--- src/rtl/shift_counter_param.sv ---
// Parametrised Johnson/ring shift counter with run-time mode and direction,
// parallel load, illegal-state self-correction and a wrap pulse on seed entry.
module shift_counter_param #(
  parameter int WIDTH = 4
) (
  input  logic             clk,
  input  logic             rst_n,
  input  logic             en,
  input  logic             mode,
  input  logic             dir,
  input  logic             load,
  input  logic [WIDTH-1:0] load_val,
  output logic [WIDTH-1:0] q,
  output logic             tc,
  output logic             illegal
);

  localparam logic [WIDTH-1:0] SEED_RING = WIDTH'(1);

  logic [WIDTH-2:0] edges;
  logic             legal_johnson;
  logic             legal_ring;
  logic [WIDTH-1:0] seed;
  logic [WIDTH-1:0] q_step;

  // A Johnson state has at most one boundary between adjacent differing bits.
  always_comb begin
    edges         = q[WIDTH-2:0] ^ q[WIDTH-1:1];
    legal_johnson = ($countones(edges) <= 1);
    legal_ring    = ($countones(q) == 1);
    illegal       = mode ? ~legal_ring : ~legal_johnson;
    seed          = mode ? SEED_RING : '0;
  end

  always_comb begin
    q_step = q;
    case ({mode, dir})
      2'b00:   q_step = {q[WIDTH-2:0], ~q[WIDTH-1]};
      2'b01:   q_step = {~q[0], q[WIDTH-1:1]};
      2'b10:   q_step = {q[WIDTH-2:0], q[WIDTH-1]};
      2'b11:   q_step = {q[0], q[WIDTH-1:1]};
      default: q_step = q;
    endcase
  end

  always_ff @(posedge clk or negedge rst_n) begin
    if (!rst_n) begin
      q  <= '0;
      tc <= 1'b0;
    end else if (load) begin
      q  <= load_val;
      tc <= 1'b0;
    end else if (en) begin
      if (illegal) begin
        q  <= seed;
        tc <= 1'b0;
      end else begin
        q  <= q_step;
        tc <= (q_step == seed);
      end
    end else begin
      tc <= 1'b0;
    end
  end

endmodule
--- config.mk ---
export PLATFORM = sky130hd
export DESIGN_NAME = shift_counter_param
export DESIGN_NICKNAME = d
export VERILOG_FILES = /design/src/rtl/shift_counter_param.sv
export SDC_FILE = /design/constraint.sdc
export NUM_CORES = 1
export LEC_CHECK = 0
export BUFFER_PORTS_ARGS = -buffer_cell sky130_fd_sc_hd__buf_2
export CORE_AREA = 2 2 39 41
export DETAILED_ROUTE_END_ITERATION = 6
export DIE_AREA = 0 0 41 43
export GPL_TIMING_DRIVEN = 0
export REMOVE_ABC_BUFFERS = 1
export SETUP_SLACK_MARGIN = 0.4
export SLEW_MARGIN = 20
export SYNTH_ARGS = -nofsm -noshare
export SYNTH_HDL_FRONTEND = slang
export SYNTH_SLANG_ARGS = --single-unit
export TNS_END_PERCENT = 1
--- constraint.sdc ---
create_clock -name clk -period 3.61 [get_ports clk]
set_input_delay 0.361 -clock clk [delete_from_list [all_inputs] [get_ports clk]]
set_output_delay 0.361 -clock clk [all_outputs]
set_load 0.02 [all_outputs]
==> results of run 1 <==
## registers in the layout, indices dropped and copies added (netlist names)
name	flops
q	4
tc	1
## worst min-delay path, stage by stage
cell and delay (ps):
buf_2 80, a21oi_1 40, o21ai_1 70
## routing by layer
metal / share of wire / GRT usage / vias up
li1: - / - / 221
met1: 0.52 / 0.178 / 184
met2: 0.41 / 0.181 / 13
met3: 0.066 / 0.0628 / 0
met4: 0 / 0.0200 / 0
met5: 0 / 0 / -
## cells in the mapped netlist
library cell  n  area share
a211oi_2      1       0.025
a21oi_1       3       0.030
a31oi_1       1       0.013
and4bb_1      1       0.025
buf_6         2       0.046
clkbuf_1      2       0.015
dfrtp_1       5        0.25
fa_1          1       0.041
ha_1          4        0.10
inv_1         4       0.030
inv_2         2       0.015
mux2i_1       4       0.081
nand2b_1      2       0.025
nand3b_1      1       0.015
nor2_1        1      0.0076
nor3_1        3       0.030
nor3_2        1       0.020
nor3b_1       1       0.015
nor4_1        1       0.013
o2111ai_1     1       0.018
o211a_1       1       0.020
o21ai_0       2       0.020
o21ai_1       3       0.030
or3_1         1       0.013
or3b_4        1       0.023
xnor2_1       3       0.053
xor2_1        1       0.018
## layout make-up
| cell class | count | share of cell area |
|---|---|---|
| sequential | 5 | 0.211 |
| tap | 16 | 0.0337 |
| clock buffer | 4 | 0.0442 |
| inverter | 6 | 0.0379 |
| multi-input combinational | 38 | 0.531 |
| timing repair buffer | 16 | 0.143 |
## final timing paths
check	endpoint	slack, ps	cells past startpoint
worst max-delay path	illegal	760	8
worst min register to register	tc	620	1
min in group asynchronous	tc	460	2
max in group asynchronous	q[2]	3020	2
worst max register to register	tc	1040	9
worst min-delay path	q[2]	360	3
## through the flow
step / cells / hold slack, ps / total power [mW] / worst slack (ps)
after CTS: 85 / 350 / 0.280 / 729
after detailed placement: 80 / 176 / 0.213 / 994
after floorplan: 49 / 65.4 / 0.173 / 955
final: 85 / 356 / 0.274 / 758
after global routing: 85 / 359 / 0.303 / 596
after global placement: 80 / 175 / 0.211 / 1010
## logic make-up after synthesis
| family | share of synthesized area |
|---|---|
| XOR/XNOR | 0.0711 |
| multiplexers | 0.0812 |
| AND/OR/NAND/NOR | 0.188 |
| adder cells (fa/ha/maj) | 0.142 |
| AO/OA/AOI/OAI | 0.157 |
| flip-flops | 0.254 |
| buffers and inverters | 0.107 |
## cells in the final DEF (no fill, tap or decap), drive strengths merged, types with 2 or more instances in the layout
master	count
clkbuf	4
buf	15
ha	4
mux2i	4
dfrtp	5
nor3	4
a21oi	3
nand2b	2
o21ai	5
inv	6
xnor2	3
## power groups by stage
stage | clock, mW | sequential (mW) | combinational (mW)
3_3_place_gp | 0 | 0.0810 | 0.130
2_1_floorplan | 0 | 0.0858 | 0.0876
4_1_cts | 0.0669 | 0.0802 | 0.133
6_report | 0.0626 | 0.0796 | 0.131
3_5_place_dp | 0 | 0.0811 | 0.132
5_1_grt | 0.0711 | 0.0825 | 0.149
==> impl_metrics.env, run 1 <==
export IMPL_outcome="finished, final reports clean"
export IMPL_power_density_mw_per_mm2=460
export IMPL_max_stage_delay_ps=530
export IMPL_area_sequential_um2=125
export IMPL_antennaDiodeCount=0
export IMPL_grt_pass1_vias=365
export IMPL_cts_hold_buf=1
export IMPL_worst_slew_pin_slew_ps=318
export IMPL_vias=418
export IMPL_dp_hpwl_um=738
export IMPL_cts_setup_buffers=0
export IMPL_antenna_found_initial=0
export IMPL_clk_pin_slew_ps=40
export IMPL_ys_ff_latch=5
export IMPL_hold_viol=0
export IMPL_arrival_ps=2490
export IMPL_port_buffers=15
export IMPL_startpoint_type="register"
export IMPL_critPathCaptureType="output port"
export IMPL_hold_path_class="in2reg"
export IMPL_clockBufferDepth=2
export IMPL_synth_cell_type_count=27
export IMPL_drcViolationCount=0
export IMPL_clock_latency_ps=240
export IMPL_slew_headroom=0.788
export IMPL_cp_slowest_cell="fa_1"
export IMPL_skew_ps=3.91
export IMPL_placementRows=14
export IMPL_viasPerCell=4.92
export IMPL_grt_max_degree=10
export IMPL_core_area_mm2=0.00138
export IMPL_p_clk_frac=0.229
export IMPL_critPathRequiredTime_ps=3250
export IMPL_grt_usage=0.129
export IMPL_cts_resized=0
export IMPL_setup_tns_ps=0
export IMPL_final_nets=85
export IMPL_maxSlewViolCount=0
export IMPL_syn_inst=53
export IMPL_gp_congestion=0.685
export IMPL_p_comb_frac=0.480
export IMPL_grt_pass1_wl_mm=1.55
export IMPL_die_x_um=41
export IMPL_drtAntennaViolNets=0
export IMPL_cp_num_buf_inv=3
export IMPL_final_util=0.429
export IMPL_ir_drop_uv=292
export IMPL_layout_drive_gt1_share=0.333
export IMPL_r2r_start="q[0]"
export IMPL_p_leak_nw=0.293
export IMPL_critPathLaunch="q[0]"
export IMPL_drt_iter0_drc=2
export IMPL_wl_per_cell_um=10.5
export IMPL_cap_violations=0
export IMPL_synthesis_area_um2=493
export IMPL_seqPwrFrac=0.291
export IMPL_synth_warnings=0
export IMPL_setup_viol=0
export IMPL_fillers=146
export IMPL_clock_sinks=5
export IMPL_cts_inserted_buffers=3
export IMPL_period_minus_slack_ps=2850
export IMPL_routed_wirelength_um=896
export IMPL_cts_max_level=1
export IMPL_min_from="load_val[2]"
export IMPL_dpl_cell_area_um2=558
export IMPL_io_pins=16
export IMPL_dieArea_mm2=0.00176
export IMPL_die_h_um=43
export IMPL_ys_seq_area_frac=0.254
export IMPL_critPathTopFamily="adder cells"
export IMPL_multiInputGateArea_um2=315
export IMPL_switching_power_mw=0.109
export IMPL_dr_pass1_iters=2
export IMPL_crit_path_max_fanout=9
export IMPL_crit_chain="inv_1 -> fa_1 -> inv_1 -> ha_1 -> ha_1 -> and4bb_1 -> a211oi_2 -> buf_2"
export IMPL_cts_root_buf="clkbuf_4"
export IMPL_syn_avg_cell_area_um2=9.30
export IMPL_grt_ovfl_total=0
export IMPL_start_util=0.356
export IMPL_cts_tree="done"
export IMPL_final_cell_area_um2=594
export IMPL_sw_frac_of_total=0.397
export IMPL_rsz0062_at_grt="false"
export IMPL_crit_type="reg2out"
export IMPL_power_internal_mw=0.165
export IMPL_syn_to_final_growth_pct=20.6
export IMPL_fmax_mhz=351
export IMPL_min_period_over_period=0.790
No activity file was read; power rests on OpenSTA's default activity.
==> run 2, diff against run 1 <==
==> constraint.sdc (replaced) <==
create_clock -name clk -period 3 [get_ports clk]
set_input_delay 0.3 -clock clk [delete_from_list [all_inputs] [get_ports clk]]
set_output_delay 0.3 -clock clk [all_outputs]
set_load 0.02 [all_outputs]
==> impl_metrics.env, run 2 (synthesis gave the netlist of run 1 again) <==
export IMPL_outcome="finished, final reports clean"
export IMPL_reg2reg_depth=10
export IMPL_cp_slowest_cell="fa_1"
export IMPL_multiInputGateArea_um2=319
export IMPL_cap_violations=0
export IMPL_setup_viol=0
export IMPL_crit_type="reg2out"
export IMPL_critPathLaunch="q[0]"
export IMPL_area_sequential_um2=129
export IMPL_power_internal_mw=0.222
export IMPL_ir_drop_uv=356
export IMPL_final_nets=89
export IMPL_cts_max_level=1
export IMPL_gp_congestion=0.685
export IMPL_cts_inserted_buffers=3
export IMPL_seqPwrFrac=0.241
export IMPL_dieArea_mm2=0.00176
export IMPL_skew_ps=5.25
export IMPL_drtAntennaViolNets=0
export IMPL_grt_usage=0.145
export IMPL_largest_reg_flops=4
export IMPL_layout_commonest_cell="buf_2"
export IMPL_hold_path_class="in2reg"
export IMPL_cts_tree="done"
export IMPL_worst_slew_pin_slew_ps=287
export IMPL_sw_frac_of_total=0.388
export IMPL_final_cell_mix="buf_2, buf_4, inv_1, mux2i_1, ha_1"
export IMPL_critPathTopFamily="adder cells"
export IMPL_hold_viol=0
export IMPL_clk_pin_slew_ps=40
export IMPL_maxSlewViolCount=0
export IMPL_wl_per_cell_um=11.7
export IMPL_rr_endpoint="tc"
export IMPL_stdcell_count=89
export IMPL_p_clk_frac=0.212
export IMPL_p_leak_nw=0.311
export IMPL_p_total_mw=0.362
export IMPL_routed_wirelength_mm=1.05
export IMPL_antennaDiodeCount=0
export IMPL_p_comb_frac=0.547
export IMPL_startpoint_type="register"
export IMPL_layout_drive_gt1_share=0.425
export IMPL_min_from="load_val[2]"
export IMPL_rsz0062_at_grt="true"
export IMPL_fillers=147
export IMPL_syn_to_final_growth_pct=28.7
export IMPL_placementRows=14
export IMPL_grt_pass1_vias=405
export IMPL_clockBufferDepth=2
export IMPL_viasPerCell=4.96
export IMPL_port_buffers=15
export IMPL_grt_max_degree=10
export IMPL_dp_hpwl_um=738
export IMPL_arrival_ps=2210
export IMPL_io_pins=16
export IMPL_switching_power_mw=0.141
export IMPL_drcViolationCount=0
export IMPL_cts_root_buf="clkbuf_4"
export IMPL_grt_pass1_wl_mm=1.71
export IMPL_cp_num_buf_inv=3
export IMPL_critPathCaptureType="output port"
export IMPL_clock_latency_ps=240
export IMPL_dr_pass1_iters=4
export IMPL_r2r_start="q[0]"
export IMPL_core_area_mm2=0.00138
export IMPL_setup_tns_ps=0
export IMPL_start_util=0.356
export IMPL_crit_chain="inv_1 -> fa_1 -> inv_1 -> ha_1 -> ha_1 -> and4bb_1 -> a211oi_2 -> buf_4"
export IMPL_drt_iter0_drc=6
export IMPL_max_stage_delay_ps=520
export IMPL_reg2reg_slack_ps=490
export IMPL_reg_top3="q (4), tc (1)"
export IMPL_die_h_um=43
export IMPL_slew_headroom=0.809
export IMPL_clock_sinks=5
export IMPL_period_minus_slack_ps=2510
export IMPL_fmax_mhz=398
export IMPL_crit_path_max_fanout=2
export IMPL_largest_register="q"
export IMPL_power_density_mw_per_mm2=571
export IMPL_die_x_um=41
export IMPL_final_util=0.458
export IMPL_critPathRequiredTime_ps=2700
export IMPL_endpoint="illegal"
export IMPL_dpl_cell_count=80
export IMPL_min_period_over_period=0.837
export IMPL_grt_ovfl_total=0
export IMPL_vias=441
export IMPL_antenna_found_initial=0
export IMPL_path_depth=8
[run 2: metal layers]
metal | track usage | share of wire
met1 | 0.175 | 0.47
met2 | 0.222 | 0.43
met3 | 0.0628 | 0.066
met4 | 0.0467 | 0.023
met5 | 0 | 0
[run 2: how the worst min path moves through the flow]
stage          slack, ps  depth (start not counted)    to
2_1_floorplan          4                          0  q[0]
3_3_place_gp         110                          1  q[0]
6_report             290                          3  q[2]
4_1_cts              290                          3  q[2]
5_1_grt              300                          2  q[0]
3_5_place_dp         120                          1  q[1]
[run 2: area by class of cell]
class                      count  share of cell area
timing repair buffer          20               0.185
multi-input combinational     38               0.503
sequential                     5               0.203
clock buffer                   4              0.0414
tap                           16              0.0316
inverter                       6              0.0355
[run 2: power by group through the flow]
stage	sequential (mW)	combinational, mW	clock (mW)
final	0.0875	0.198	0.0767
after CTS	0.0887	0.192	0.0805
after floorplan	0.103	0.105	0
after detailed placement	0.0975	0.159	0
after global routing	0.0887	0.221	0.0857
after global placement	0.0974	0.156	0
[run 2: repair_timing]
item / 4_1_cts / 5_1_grt
setup buffers: 3 / 1
gates resized for setup: 4 / 1
pin swaps: 1 / 1
hold buffers: 1 / 0
hold endpoints to repair: 5 / 0
endpoints found under the setup margin: 1 / 5
[run 2: stage by stage]
stage	hold WS, ps	instance area [um^2]	worst slack, ps
2_1_floorplan	4.41	463	345
3_3_place_gp	114	558	430
3_5_place_dp	115	558	408
4_1_cts	289	623	400
5_1_grt	297	634	382
6_report	293	634	488
[run 2: tightest hold or removal path, cell delays in order]
cell and delay, ps:
buf_2 80, a21oi_1 40, o21ai_1 70
